==> config.mk <==
export PLATFORM = sky130hd
export DESIGN_NAME = inst_fetch
export DESIGN_NICKNAME = d
export VERILOG_FILES = /design/src/rtl/fetch_pkg.sv /design/src/rtl/step_edge.sv /design/src/rtl/inst_fetch.sv
export SDC_FILE = /design/constraint.sdc
export NUM_CORES = 1
export LEC_CHECK = 0
export ABC_CLOCK_PERIOD_IN_PS = 2650
export BUFFER_PORTS_ARGS = -buffer_cell sky130_fd_sc_hd__buf_2
export CAP_MARGIN = 20
export CORE_UTILIZATION = 53
export CTS_BUF_LIST = sky130_fd_sc_hd__clkbuf_16
export CTS_CLUSTER_SIZE = 28
export DETAILED_ROUTE_END_ITERATION = 6
export PLACE_DENSITY = 0.85
export SYNTH_ARGS = -nofsm -noshare
export SYNTH_HDL_FRONTEND = slang
export SYNTH_SLANG_ARGS = --single-unit
==> constraint.sdc <==
create_clock -name clk -period 2.65 [get_ports clk]
set_input_delay 0.265 -clock clk [delete_from_list [all_inputs] [get_ports clk]]
set_output_delay 0.265 -clock clk [all_outputs]
set_load 0.01 [all_outputs]
==> src/rtl/fetch_pkg.sv <==
// rtl/fetch_pkg.sv - shared constants, state encoding and instruction ROM for inst_fetch
package fetch_pkg;

    localparam int          ROM_DEPTH = 16;
    localparam int          ROM_AW    = 4;
    localparam logic [31:0] HALT_INST = 32'hFFFF_FFFF;

    typedef enum logic [1:0] {
        IDLE  = 2'd0,
        ISSUE = 2'd1,
        HALT  = 2'd2
    } fetch_state_t;

    // Words 0..2 form the program, word 3 stops the fetcher, the remainder are zero.
    localparam logic [ROM_DEPTH-1:0][31:0] ROM = {
        32'h0000_0000, 32'h0000_0000, 32'h0000_0000, 32'h0000_0000,
        32'h0000_0000, 32'h0000_0000, 32'h0000_0000, 32'h0000_0000,
        32'h0000_0000, 32'h0000_0000, 32'h0000_0000, 32'h0000_0000,
        HALT_INST,     32'h0F0F_F0F0, 32'hA5A5_0001, 32'h1234_5678
    };

    function automatic logic [31:0] rom_read(input logic [ROM_AW-1:0] addr);
        return ROM[addr];
    endfunction

endpackage

==> src/rtl/step_edge.sv <==
// rtl/step_edge.sv - step button rising-edge pulse, optional 2-flop synchronizer (FETCH_STEP_SYNC_EN)
module step_edge (
    input  logic clk,
    input  logic rst,
    input  logic step_i,
    output logic pulse_o
);

    logic level;
    logic hist_q;

`ifdef FETCH_STEP_SYNC_EN
    logic [1:0] sync_q;

    // Two-stage synchronizer for the asynchronous pushbutton level.
    always_ff @(posedge clk or negedge rst) begin
        if (!rst) begin
            sync_q <= 2'b00;
        end else begin
            sync_q <= {sync_q[0], step_i};
        end
    end

    assign level = sync_q[1];
`else
    assign level = step_i;
`endif

    // History flop: remembers last cycle's level so a held button yields one pulse.
    always_ff @(posedge clk or negedge rst) begin
        if (!rst) begin
            hist_q <= 1'b0;
        end else begin
            hist_q <= level;
        end
    end

    assign pulse_o = level & ~hist_q;

endmodule

==> src/rtl/inst_fetch.sv <==
// rtl/inst_fetch.sv - instruction fetch stage: PC, ROM, valid/ready issue, step/run/halt control (FETCH_STEP_SYNC_EN)
module inst_fetch
    import fetch_pkg::*;
#(
    parameter int DEPTH  = 16,
    parameter int ADDR_W = 4,
    parameter int DIV    = 4
) (
    input  logic              clk,
    input  logic              rst,
    input  logic              run_i,
    input  logic              step_i,
    input  logic              jump_i,
    input  logic [ADDR_W-1:0] jump_addr_i,
    input  logic              inst_ready_i,
    output logic [31:0]       inst_o,
    output logic              inst_valid_o,
    output logic [ADDR_W-1:0] pc_o,
    output logic              halted_o
);

    localparam int DIV_W = $clog2(DIV) + 1;

    fetch_state_t      state_q, state_d;
    logic [ADDR_W-1:0] pc_q, pc_d;
    logic [31:0]       inst_q, inst_d;
    logic              valid_q, valid_d;
    logic              halted_q, halted_d;
    logic [DIV_W-1:0]  div_q, div_d;
    logic              step_pulse;
    logic              trigger;

    step_edge u_step_edge (
        .clk     (clk),
        .rst     (rst),
        .step_i  (step_i),
        .pulse_o (step_pulse)
    );

    // State and datapath registers; reset clears everything immediately.
    always_ff @(posedge clk or negedge rst) begin
        if (!rst) begin
            state_q  <= IDLE;
            pc_q     <= '0;
            inst_q   <= '0;
            valid_q  <= 1'b0;
            halted_q <= 1'b0;
            div_q    <= '0;
        end else begin
            state_q  <= state_d;
            pc_q     <= pc_d;
            inst_q   <= inst_d;
            valid_q  <= valid_d;
            halted_q <= halted_d;
            div_q    <= div_d;
        end
    end

    // Next-state logic: trigger/jump arbitration in IDLE, handshake in ISSUE, jump-out of HALT.
    always_comb begin
        state_d  = state_q;
        pc_d     = pc_q;
        inst_d   = inst_q;
        valid_d  = valid_q;
        halted_d = halted_q;
        div_d    = div_q;
        trigger  = step_pulse | (run_i & (div_q == DIV_W'(DIV - 1)));

        case (state_q)
            IDLE: begin
                if (jump_i) begin
                    // A jump wins over any same-cycle trigger, which is simply lost.
                    pc_d  = jump_addr_i;
                    div_d = '0;
                end else if (trigger) begin
                    inst_d  = rom_read(ROM_AW'(pc_q));
                    valid_d = 1'b1;
                    div_d   = '0;
                    state_d = ISSUE;
                end else if (run_i) begin
                    div_d = div_q + 1'b1;
                end else begin
                    div_d = '0;
                end
            end
            ISSUE: begin
                if (inst_ready_i) begin
                    valid_d = 1'b0;
                    if (inst_q == HALT_INST) begin
                        halted_d = 1'b1;
                        state_d  = HALT;
                    end else begin
                        pc_d    = (pc_q == ADDR_W'(DEPTH - 1)) ? '0 : pc_q + 1'b1;
                        div_d   = '0;
                        state_d = IDLE;
                    end
                end
            end
            HALT: begin
                valid_d = 1'b0;
                if (jump_i) begin
                    pc_d     = jump_addr_i;
                    halted_d = 1'b0;
                    div_d    = '0;
                    state_d  = IDLE;
                end
            end
            default: begin
                state_d = IDLE;
            end
        endcase
    end

    assign inst_o       = inst_q;
    assign inst_valid_o = valid_q;
    assign pc_o         = pc_q;
    assign halted_o     = halted_q;

endmodule

# Word-level counts from Yosys, hierarchy flattened
# Memories as Yosys holds them, arrays and structs flattened. A register that Yosys moved wholly into a read port is not among the register bits.
# Cells that the tools add are included.
# W data, S select, Z words.
[totals]
wordCells = 64
romBits = 512
register_bits = 12
output_inout_bits = 38
mem_count = 1
input_bits = 10
[classes]
bitwise = 5
muxes = 26
reduce_logical = 12
add_sub_neg = 2
n_eq_ne = 12
[memory_table]
columns = ["name", "words", "width", "read_ports", "rd_ports_with_merged_regs", "write_ports", "line", "text"]
rows = [
  ["(name not given)", 16, 32, 1, 1, 0, "fetch_pkg.sv:23", "return ROM[addr];"],
]
[op_table]
columns = ["op", "n"]
rows = [
  ["$eq A32 B32 Y1 const B", 1],
  ["$reduce_and A4 Y1", 5],
  ["$mux W3", 6],
  ["$mux W4", 4],
  ["$ne A2 B2 Y1 const B", 6],
  ["$mux W2", 5],
  ["$pmux W3 S3", 1],
  ["$pmux W4 S2", 1],
  ["$mux W1", 6],
  ["$pmux W2 S3", 1],
  ["$add A4 B1 Y4 const B", 1],
  ["$eq A4 B4 Y1 const B", 1],
  ["$reduce_bool A2 Y1", 2],
  ["$add A3 B1 Y3 const B", 1],
  ["$eq A3 B2 Y1 const B", 1],
  ["$pmux W1 S3", 1],
  ["$reduce_and A3 Y1", 1],
  ["$reduce_bool A3 Y1", 1],
  ["$and A1 B1 Y1", 2],
  ["$eq A2 B1 Y1 const B", 1],
  ["$eq A2 B2 Y1 const B", 1],
  ["$logic_not A2 Y1", 1],
  ["$ne A2 B1 Y1 const B", 1],
  ["$not A1 Y1", 2],
  ["other kinds (4)", 4],
]

# Depth between registers and ports, before layout
# Gate-level depths: netlist (run 1).
[logic_depth]
word_depth = 6
mapped_depth = 8
ltp_nobuf = 6

# By module
# From an unflattened synthesis (run 1), not the netlist that was laid out.
[unflattened]
cells_unflattened = 135
area_unflattened_um2 = 1348.8
[by_module_without_submodules]
columns = ["mod", "area_each_um2", "instances", "seq_area_each_um2", "cells_per_inst"]
rows = [
  ["inst_fetch", 1310.0, 1, 475.5, 133],
  ["step_edge", 38.8, 1, 25.0, 2],
]

# Worst setup path before layout (run 1)
# No wires, ideal clock.
[synth_path]
path_kind = "register to register"
from = "register state_q[0]"
to = "register pc_q[0] (netlist: pc_o[0])"
synth_period_minus_slack_ps = 1657
arrival_time_ps = 1532
slack_ps = 993
path_stages_with_launch = 7
setup_time_ps = 125
required_ps = 2525
n_path_buf = 0
path_cell_list = "dfrtp_1 > inv_1 > ha_1 > nor2_2 > nor2_2 > nor3_4 > mux2_2"
[synth_between]
elab_chain_len = 4
elab_cells_between_ends = 10
cone_classes = "5 x eq/ne; 1 x mux; 4 x reduce/logical"
[synth_rtl]
columns = ["element", "line", "text"]
rows = [
  ["start, declared", "inst_fetch.sv:24", "fetch_state_t state_q, state_d;"],
  ["start signal, assigned", "inst_fetch.sv:50", "state_q <= state_d;"],
  ["$eq A2 B2 Y1 or $logic_not A2 Y1 (tied branches)", "inst_fetch.sv:69", "case (state_q)"],
  ["$reduce_or A2 Y1 (no line)", "n/a", ""],
  ["$ne A2 B1 Y1 (no line) or $reduce_bool A2 Y1 (tied branches)", "n/a", ""],
  ["$reduce_and A4 Y1 (no line)", "n/a", ""],
  ["end signal, assigned", "inst_fetch.sv:51", "pc_q <= pc_d;"],
  ["end, declared", "inst_fetch.sv:25", "logic [ADDR_W-1:0] pc_q, pc_d;"],
]
# Several ways; a longest one is shown, not always the timed one.
# A chain may end at the register's enable or synchronous reset.

# Worst setup path in the final report (run 1)
[layout_path]
from = "register state_q[0]"
to = "register pc_q[2] (netlist: pc_o[2])"
# The elaborated chain is that of the path after synthesis.

==> results of run 1 <==
worst paths after layout:
kind                       cells past startpoint                      endpoint                     start
max                                            6           pc_o[2]$_DFFE_PN0P_    state_q[0]$_DFFE_PN0P_
min                                            1  u_step_edge.hist_q$_DFF_PN0_                    step_i
max reg2reg                                    6           pc_o[2]$_DFFE_PN0P_    state_q[0]$_DFFE_PN0P_
min reg2reg                                    2      inst_valid_o$_DFFE_PN0P_  inst_valid_o$_DFFE_PN0P_
max in group asynchronous                      2        inst_o[27]$_DFFE_PN0P_                       rst
min in group asynchronous                      2        state_q[0]$_DFFE_PN0P_                       rst
cells by family (layout without fill, tap and decap cells):
logic type      Yosys count  in the layout  share of synthesized area [%]
compound gates           26             26                           14.1
mux                       9              9                           8.15
flops                    20             20                           37.5
simple gates             31             31                           12.4
buf+inv                  38             63                           18.6
fa+ha+maj                10             10                           9.37
critical path, cell delays in order, from the launching register on:
cell and delay [ns]:
dfrtp_1 0.34, inv_1 0.07, ha_1 0.29, nor2_2 0.29, nor2_2 0.09, nor3_4 0.26
mux2_2 0.36
cells in the mapped netlist, types with 2 or more instances:
cell	count
a211o_1	2
a21oi_1	2
buf_4	24
buf_6	2
dfrtp_1	20
ha_1	10
inv_1	11
mux2_2	3
mux2_4	3
mux2i_1	3
nand2_1	13
nand2b_1	2
nand3_1	3
nand4_1	3
nor2_1	5
nor2_2	2
nor3_4	2
o21ai_0	6
o21ai_1	2
o31ai_1	6
power groups by stage:
stage | sequential (W) | clock (W) | combinational [W]
after global placement | 0.000538 | 0 | 0.000825
after floorplan | 0.000579 | 0 | 0.000691
after detailed placement | 0.000548 | 0 | 0.000836
after CTS | 0.000545 | 0.000299 | 0.000853
final | 0.000543 | 0.000294 | 0.000849
after global routing | 0.000570 | 0.000310 | 0.000941
flip-flops by register name, indices dropped and copies added (netlist names):
name,flops
div_q,3
halted_o,1
state_q,2
inst_valid_o,1
pc_o,4
inst_o,8
u_step_edge.hist_q,1
layout make-up:
type	count	share of cell area (%)
clock buffer	3	5.05
timing repair buffer	48	16.5
sequential	20	33.6
tap	28	2.35
inverter	12	3.03
multi-input combinational	76	39.4
timing repair:
action	in CTS	in global routing
buffers inserted	0	0
hold buffers	1	0
endpoints found under the hold margin	20	0
setup endpoints to repair	0	0
routing by layer:
| metal | share of wire [%] | vias to the layer above |
|---|---|---|
| li1 | - | 491 |
| met1 | 43 | 482 |
| met2 | 51 | 37 |
| met3 | 4.6 | 4 |
| met4 | 0.92 | 0 |
| met5 | 0 | - |
metrics by stage:
stage,instance area [sq um],hold WS (ns),setup slack [ns],instances
global placement,1400,0.229,0.868,183
detailed placement,1400,0.231,0.836,183
finish,1490,0.138,0.815,187
CTS,1490,0.138,0.819,187
floorplan,1340,-0.0306,0.993,134
global route,1490,0.140,0.659,187
==> flow_metrics.env, run 1 <==
export IMPL_crit_end_element="flop"
export IMPL_number_of_flops_mapped_to_enable_cells_by_yosys=0
export IMPL_fin_util_pct=64.8
export IMPL_synth_ff_type="dfrtp_1"
export IMPL_number_of_diodes=0
export IMPL_ff2ff_setup_slack_ns=0.82
export IMPL_commonest_non_fill_non_tap_cell_in_the_layout="buf_2"
export IMPL_tritoncts_num_buffers=3
export IMPL_rsz0062_at_grt="no"
export IMPL_grt_use_met2_pct=36.1
export IMPL_initial_utilization_pct=58.1
export IMPL_route_detailed_drc=0
export IMPL_postSynthAreaPerCell_sq_um=9.96
export IMPL_fillCellCount=186
export IMPL_clk_root_buffer_cell="clkbuf_16"
export IMPL_die_x_um=52.2
export IMPL_grt_remaining_overflow=0
export IMPL_max_clock_path_buffers=2
export IMPL_critPathKind="flop to flop"
export IMPL_power_leakage_nw=0.798
export IMPL_yosysSeqAreaShare_pct=37.5
export IMPL_slew_limit_headroom_pct=65.4
export IMPL_yosysWarnings=0
export IMPL_layout_drive_gt1_share_pct=40.3
export IMPL_power_total_w=0.00169
export IMPL_io_buf_count=47
export IMPL_maxCapViolations=0
export IMPL_design_die_area_sq_um=2720
export IMPL_post_synth_main_area_contributors="dfrtp_1 37%, buf_4 13%, ha_1 9.4%"
export IMPL_top_level_ports=48
export IMPL_seq_power_share_pct=32.2
export IMPL_final_hold_violation_count=0
export IMPL_worst_setup_path_start_kind="flop"
export IMPL_grt_first_pass_wirelength_mm=4.16
export IMPL_clock_tree_from_tritoncts="built"
export IMPL_timing_max_transition_violations_final=0
export IMPL_number_of_global_route_vias_before_repair=952
export IMPL_ctsResizeCount=0
export IMPL_seq_area_sq_um=500
export IMPL_area_occupied_by_multi_input_gates_sq_um=587
export IMPL_grt_busiest_layer="met2"
export IMPL_numClockSinks=20
export IMPL_power_density_nw_per_um2=1130
export IMPL_wl_per_cell_um=13.4
export IMPL_groute_usage_overall_pct=21.0
export IMPL_clk_pin_slew_worst_paths_ns=0.05
export IMPL_synth_async_sr_flop_share_pct=100
export IMPL_wl_mm=2.51
export IMPL_via_count=1014
export IMPL_hold_crit_class="input pin to flop"
export IMPL_fin_nets=181
export IMPL_grt_met3_usage_pct=3.19
export IMPL_worst_slew_pin_transition_ns=0.515
export IMPL_timing_critical_path_arrival_ns=1.96
export IMPL_clockPowerShare_pct=17.5
export IMPL_mappedNetlistArea_sq_um=1340
export IMPL_largest_net_degree_at_the_start_of_global_routing=21
export IMPL_antenna_found_initial=0
export IMPL_commonest_cells_after_routing_fill_and_taps_aside="47 x buf_2, 20 x dfrtp_1, 13 x nand2_1, 11 x inv_1, 10 x ha_1"
export IMPL_timing_setup_tns_ns=0
export IMPL_place_detailed_hpwl_mm=1.84
export IMPL_p_sw_w=0.000708
export IMPL_h_tree_depth=1
export IMPL_worst_ir_drop_vdd_mv=0.787
export IMPL_min_period_over_period_pct=69.2
export IMPL_setup_viol_count_final=0
export IMPL_synth_largest_area_cell="dfrtp_1"
export IMPL_grt_use_met1_pct=26.4
export IMPL_synthCells=134
export IMPL_core_area_sq_um=2300
export IMPL_power_report_internal_total_w=0.000977
export IMPL_finalClockSkew_ns=0.00206
export IMPL_max_freq_ghz=0.545
export IMPL_layout_area_overhead_vs_synth_pct=11.4
export IMPL_synth_ff_latch_count=20
export IMPL_routabilityCongestion=0.774
export IMPL_synth_largest_type_area_fraction_pct=37.5
export IMPL_layout_min_cycle_time_ns=1.83
export IMPL_p_comb_share_pct=50.3
export IMPL_route_detailed_vias_per_inst=5.42
export IMPL_power_switching_share_pct=42.0
export IMPL_cp_required_ns=2.78
export IMPL_dieHeight_um=52.2
export IMPL_rows=17
export IMPL_synth_distinct_cells=30
export IMPL_drt_first_pass_iters=4
export IMPL_crit_path_max_fanout=6
export IMPL_status="complete, no violations"
export IMPL_drt_first_iter_violations=14
export IMPL_drt_antenna_violating_nets=0
export IMPL_insertion_delay_ns=0.24
export IMPL_synth_nets=154
No activity file was read; power rests on OpenSTA's default activity.
==> run 2: changes to the inputs <==
Settings changed: ABC_AREA set to 1, ABC_CLOCK_PERIOD_IN_PS 2650 to 1700, CORE_UTILIZATION 53 to 50, PLACE_DENSITY 0.85 to 0.79.
Clock period 2.65 ns to 1.7 ns, I/O delays scaled along.
==> run 2 against run 1 <==
Critical path depth increased by 3. Global-route usage down 2.3 points. Clock skew barely moved. Synthesized cell count up 36%. Via count is 21% higher. Count of clock-buffer cells in the layout is the same. Area after synthesis up 8.3%. Design area up 8.8%. Clock power rose by 63%. Wire length rose by 7.7%. Final cell count is 28% higher. Register-to-register slack got worse by 0.68 ns.
==> flow_metrics.env, run 2 <==
export IMPL_status="complete, no violations"
export IMPL_min_period_over_period_pct=91.9
export IMPL_drt_first_pass_iters=4
export IMPL_clk_root_buffer_cell="clkbuf_16"
export IMPL_layout_drive_gt1_share_pct=35.1
export IMPL_design_die_area_sq_um=3110
export IMPL_drt_first_iter_violations=43
export IMPL_cts_repair_timing_setup_buffer_count=0
export IMPL_initial_utilization_pct=52.5
export IMPL_crit_end_element="flop"
export IMPL_synth_nets=202
export IMPL_routabilityCongestion=0.807
export IMPL_die_x_um=55.8
export IMPL_power_leakage_nw=0.942
export IMPL_synth_distinct_cells=22
export IMPL_route_detailed_vias_per_inst=5.14
export IMPL_antenna_found_initial=0
export IMPL_dominant_delay_contributor_by_cell_family_on_the_critical_path="simple AND/OR/NAND/NOR gates"
export IMPL_rows=19
export IMPL_critical_path_top_cell_by_count="nand2_2"
export IMPL_fin_nets=229
export IMPL_layout_area_overhead_vs_synth_pct=11.9
export IMPL_power_switching_share_pct=45.7
export IMPL_critPathKind="flop to flop"
export IMPL_drt_antenna_violating_nets=0
export IMPL_max_clock_path_buffers=2
export IMPL_critPathMaxStageDelay_ns=0.39
export IMPL_final_hold_violation_count=0
export IMPL_worst_ir_drop_vdd_mv=1.13
export IMPL_hold_crit_class="input pin to flop"
export IMPL_library_cell_with_the_highest_instance_count_after_synthesis="nand2_1"
export IMPL_yosysSeqAreaShare_pct=34.6
export IMPL_timing_critical_path_arrival_ns=1.74
export IMPL_worst_setup_path_start_kind="flop"
export IMPL_clockPowerShare_pct=17.7
export IMPL_max_freq_ghz=0.640
export IMPL_ctsResizeCount=0
export IMPL_clock_tree_from_tritoncts="built"
export IMPL_p_comb_share_pct=50.9
export IMPL_place_detailed_hpwl_mm=2.03
export IMPL_number_of_diodes=0
export IMPL_post_synth_main_area_contributors="dfrtp_1 35%, nand2_1 14%, buf_4 12%"
export IMPL_synth_ff_latch_count=20
export IMPL_route_detailed_drc=0
export IMPL_ff2ff_setup_slack_ns=0.14
export IMPL_critical_path_reg2reg_endpoint="state_q[0]$_DFFE_PN0P_"
export IMPL_wl_per_cell_um=11.3
export IMPL_p_sw_w=0.00124
export IMPL_rsz0062_at_grt="no"
export IMPL_power_report_internal_total_w=0.00147
export IMPL_tritoncts_num_buffers=3
export IMPL_wl_mm=2.70
export IMPL_yosysWarnings=0
export IMPL_grt_first_pass_wirelength_mm=4.45
export IMPL_groute_usage_overall_pct=18.6
export IMPL_seq_power_share_pct=31.4
export IMPL_timing_setup_tns_ns=0
export IMPL_io_buf_count=47
export IMPL_postSynthAreaPerCell_sq_um=7.95
export IMPL_synth_ff_type="dfrtp_1"
export IMPL_power_total_w=0.00271
export IMPL_crit_path_max_fanout=10
export IMPL_layout_min_cycle_time_ns=1.56
export IMPL_synth_top_cells_by_count="53 x nand2_1, 24 x buf_4, 20 x dfrtp_1"
export IMPL_synth_largest_type_area_fraction_pct=34.6
export IMPL_insertion_delay_ns=0.25
export IMPL_setup_viol_count_final=0
export IMPL_dieHeight_um=55.8
export IMPL_fin_util_pct=58.7
export IMPL_maxCapViolations=0
export IMPL_top_level_ports=48
export IMPL_largest_register_ff_count=8
export IMPL_slew_limit_headroom_pct=70.3
export IMPL_commonest_non_fill_non_tap_cell_in_the_layout="nand2_1"
export IMPL_cp_cell_sequence="ha_1, ha_1, nand2_1, nand2_2, nand2_4, nand2_2, nand2_2, nand2_1, o21ai_1"
export IMPL_core_area_sq_um=2760
export IMPL_mappedNetlistArea_sq_um=1450
export IMPL_worst_slew_pin_transition_ns=0.445
export IMPL_timing_hold_worst_start="step_i"
export IMPL_largest_net_degree_at_the_start_of_global_routing=21
export IMPL_rr_worst_depth=9
export IMPL_crit_path_top_delay_cell="dfrtp_1"
export IMPL_timing_max_transition_violations_final=0
export IMPL_power_density_nw_per_um2=1680
export IMPL_synth_async_sr_flop_share_pct=100
export IMPL_clk_pin_slew_worst_paths_ns=0.05
export IMPL_synthCells=182
export IMPL_finalClockSkew_ns=0.00241
export IMPL_h_tree_depth=1
export IMPL_number_of_global_route_vias_before_repair=1037
export IMPL_numClockSinks=20
export IMPL_hold_end="u_step_edge.hist_q$_DFF_PN0_"
export IMPL_number_of_flops_mapped_to_enable_cells_by_yosys=0
export IMPL_cp_required_ns=1.87
export IMPL_synth_largest_area_cell="dfrtp_1"
export IMPL_min_delay_path_depth=1
export IMPL_grt_remaining_overflow=0
export IMPL_commonest_cells_after_routing_fill_and_taps_aside="53 x nand2_1, 47 x buf_2, 20 x dfrtp_1, 11 x o21ai_0"
export IMPL_worstPathBufferInverterCount=0
export IMPL_via_count=1228
export IMPL_rr_startpoint="div_q[0]$_DFFE_PN0P_"
run 2: layout make-up:
| class | count | area, sq um |
|---|---|---|
| clock inverters | 1 | 3.75 |
| repair buffers | 48 | 245 |
| clock buffers | 3 | 75.1 |
| fillers | 258 | 1140 |
| flip-flops and latches | 20 | 500 |
| multi-input cells | 119 | 692 |
| well taps | 31 | 38.8 |
| inverters | 17 | 63.8 |
run 2: metrics by stage:
stage	instance area, sq um	cells	setup WS [ns]	hold slack, ns
after floorplan	1450	182	0.337	-0.126
after global placement	1530	234	0.196	0.147
after detailed placement	1530	234	0.188	0.150
after CTS	1620	239	0.177	0.0323
after global routing	1620	239	0.0405	0.0402
final	1620	239	0.137	0.0352
run 2: power groups by stage:
stage	sequential, W	clock [W]	combinational [W]
final	0.000853	0.000480	0.00138
after global routing	0.000893	0.000517	0.00152
after CTS	0.000853	0.000496	0.00139
after detailed placement	0.000858	0	0.00137
after global placement	0.000857	0	0.00135
after floorplan	0.000858	0	0.00116
run 2: repair_timing:
| action | in CTS | in global routing |
|---|---|---|
| hold endpoints to repair | 20 | 0 |
| hold buffers | 1 | 0 |
| endpoints found under the setup margin | 0 | 0 |
run 2: worst max path at each step:
| stage | from | endpoint | slack [ns] | cells past startpoint |
|---|---|---|---|---|
| 2_1_floorplan | div_q[0]$_DFFE_PN0P_ | state_q[0]$_DFFE_PN0P_ | 0.34 | 8 |
| 3_3_place_gp | div_q[0]$_DFFE_PN0P_ | state_q[0]$_DFFE_PN0P_ | 0.20 | 9 |
| 3_5_place_dp | div_q[0]$_DFFE_PN0P_ | inst_valid_o$_DFFE_PN0P_ | 0.19 | 9 |
| 4_1_cts | div_q[0]$_DFFE_PN0P_ | state_q[0]$_DFFE_PN0P_ | 0.18 | 9 |
| 5_1_grt | div_q[0]$_DFFE_PN0P_ | state_q[0]$_DFFE_PN0P_ | 0.04 | 9 |
| 6_report | div_q[0]$_DFFE_PN0P_ | state_q[0]$_DFFE_PN0P_ | 0.14 | 9 |
run 2: kinds of logic after synthesis:
| family | Yosys count | share of synthesized area, % |
|---|---|---|
| adders and majority gates | 10 | 8.65 |
| DFF | 20 | 34.6 |
| buffers and inverters | 43 | 17.6 |
| AOI/OAI and AO/OA | 17 | 5.88 |
| and+or+nand+nor | 92 | 33.3 |
run 2: metal layers:
metal	vias to the layer above	wire length, um	GRT usage (%)
li1	610	-	-
met4	0	43	7.86
met5	-	0	0
met3	7	192	4.19
met1	551	1310	25.8
met2	60	1160	28.1
run 2: worst register-to-register path, delay by kind of cell, from the launching register on:
family,cells,cell delay [ns]
flops,1,0.39
simple gates,6,0.63
compound gates,1,0.08
fa+ha+maj,2,0.39
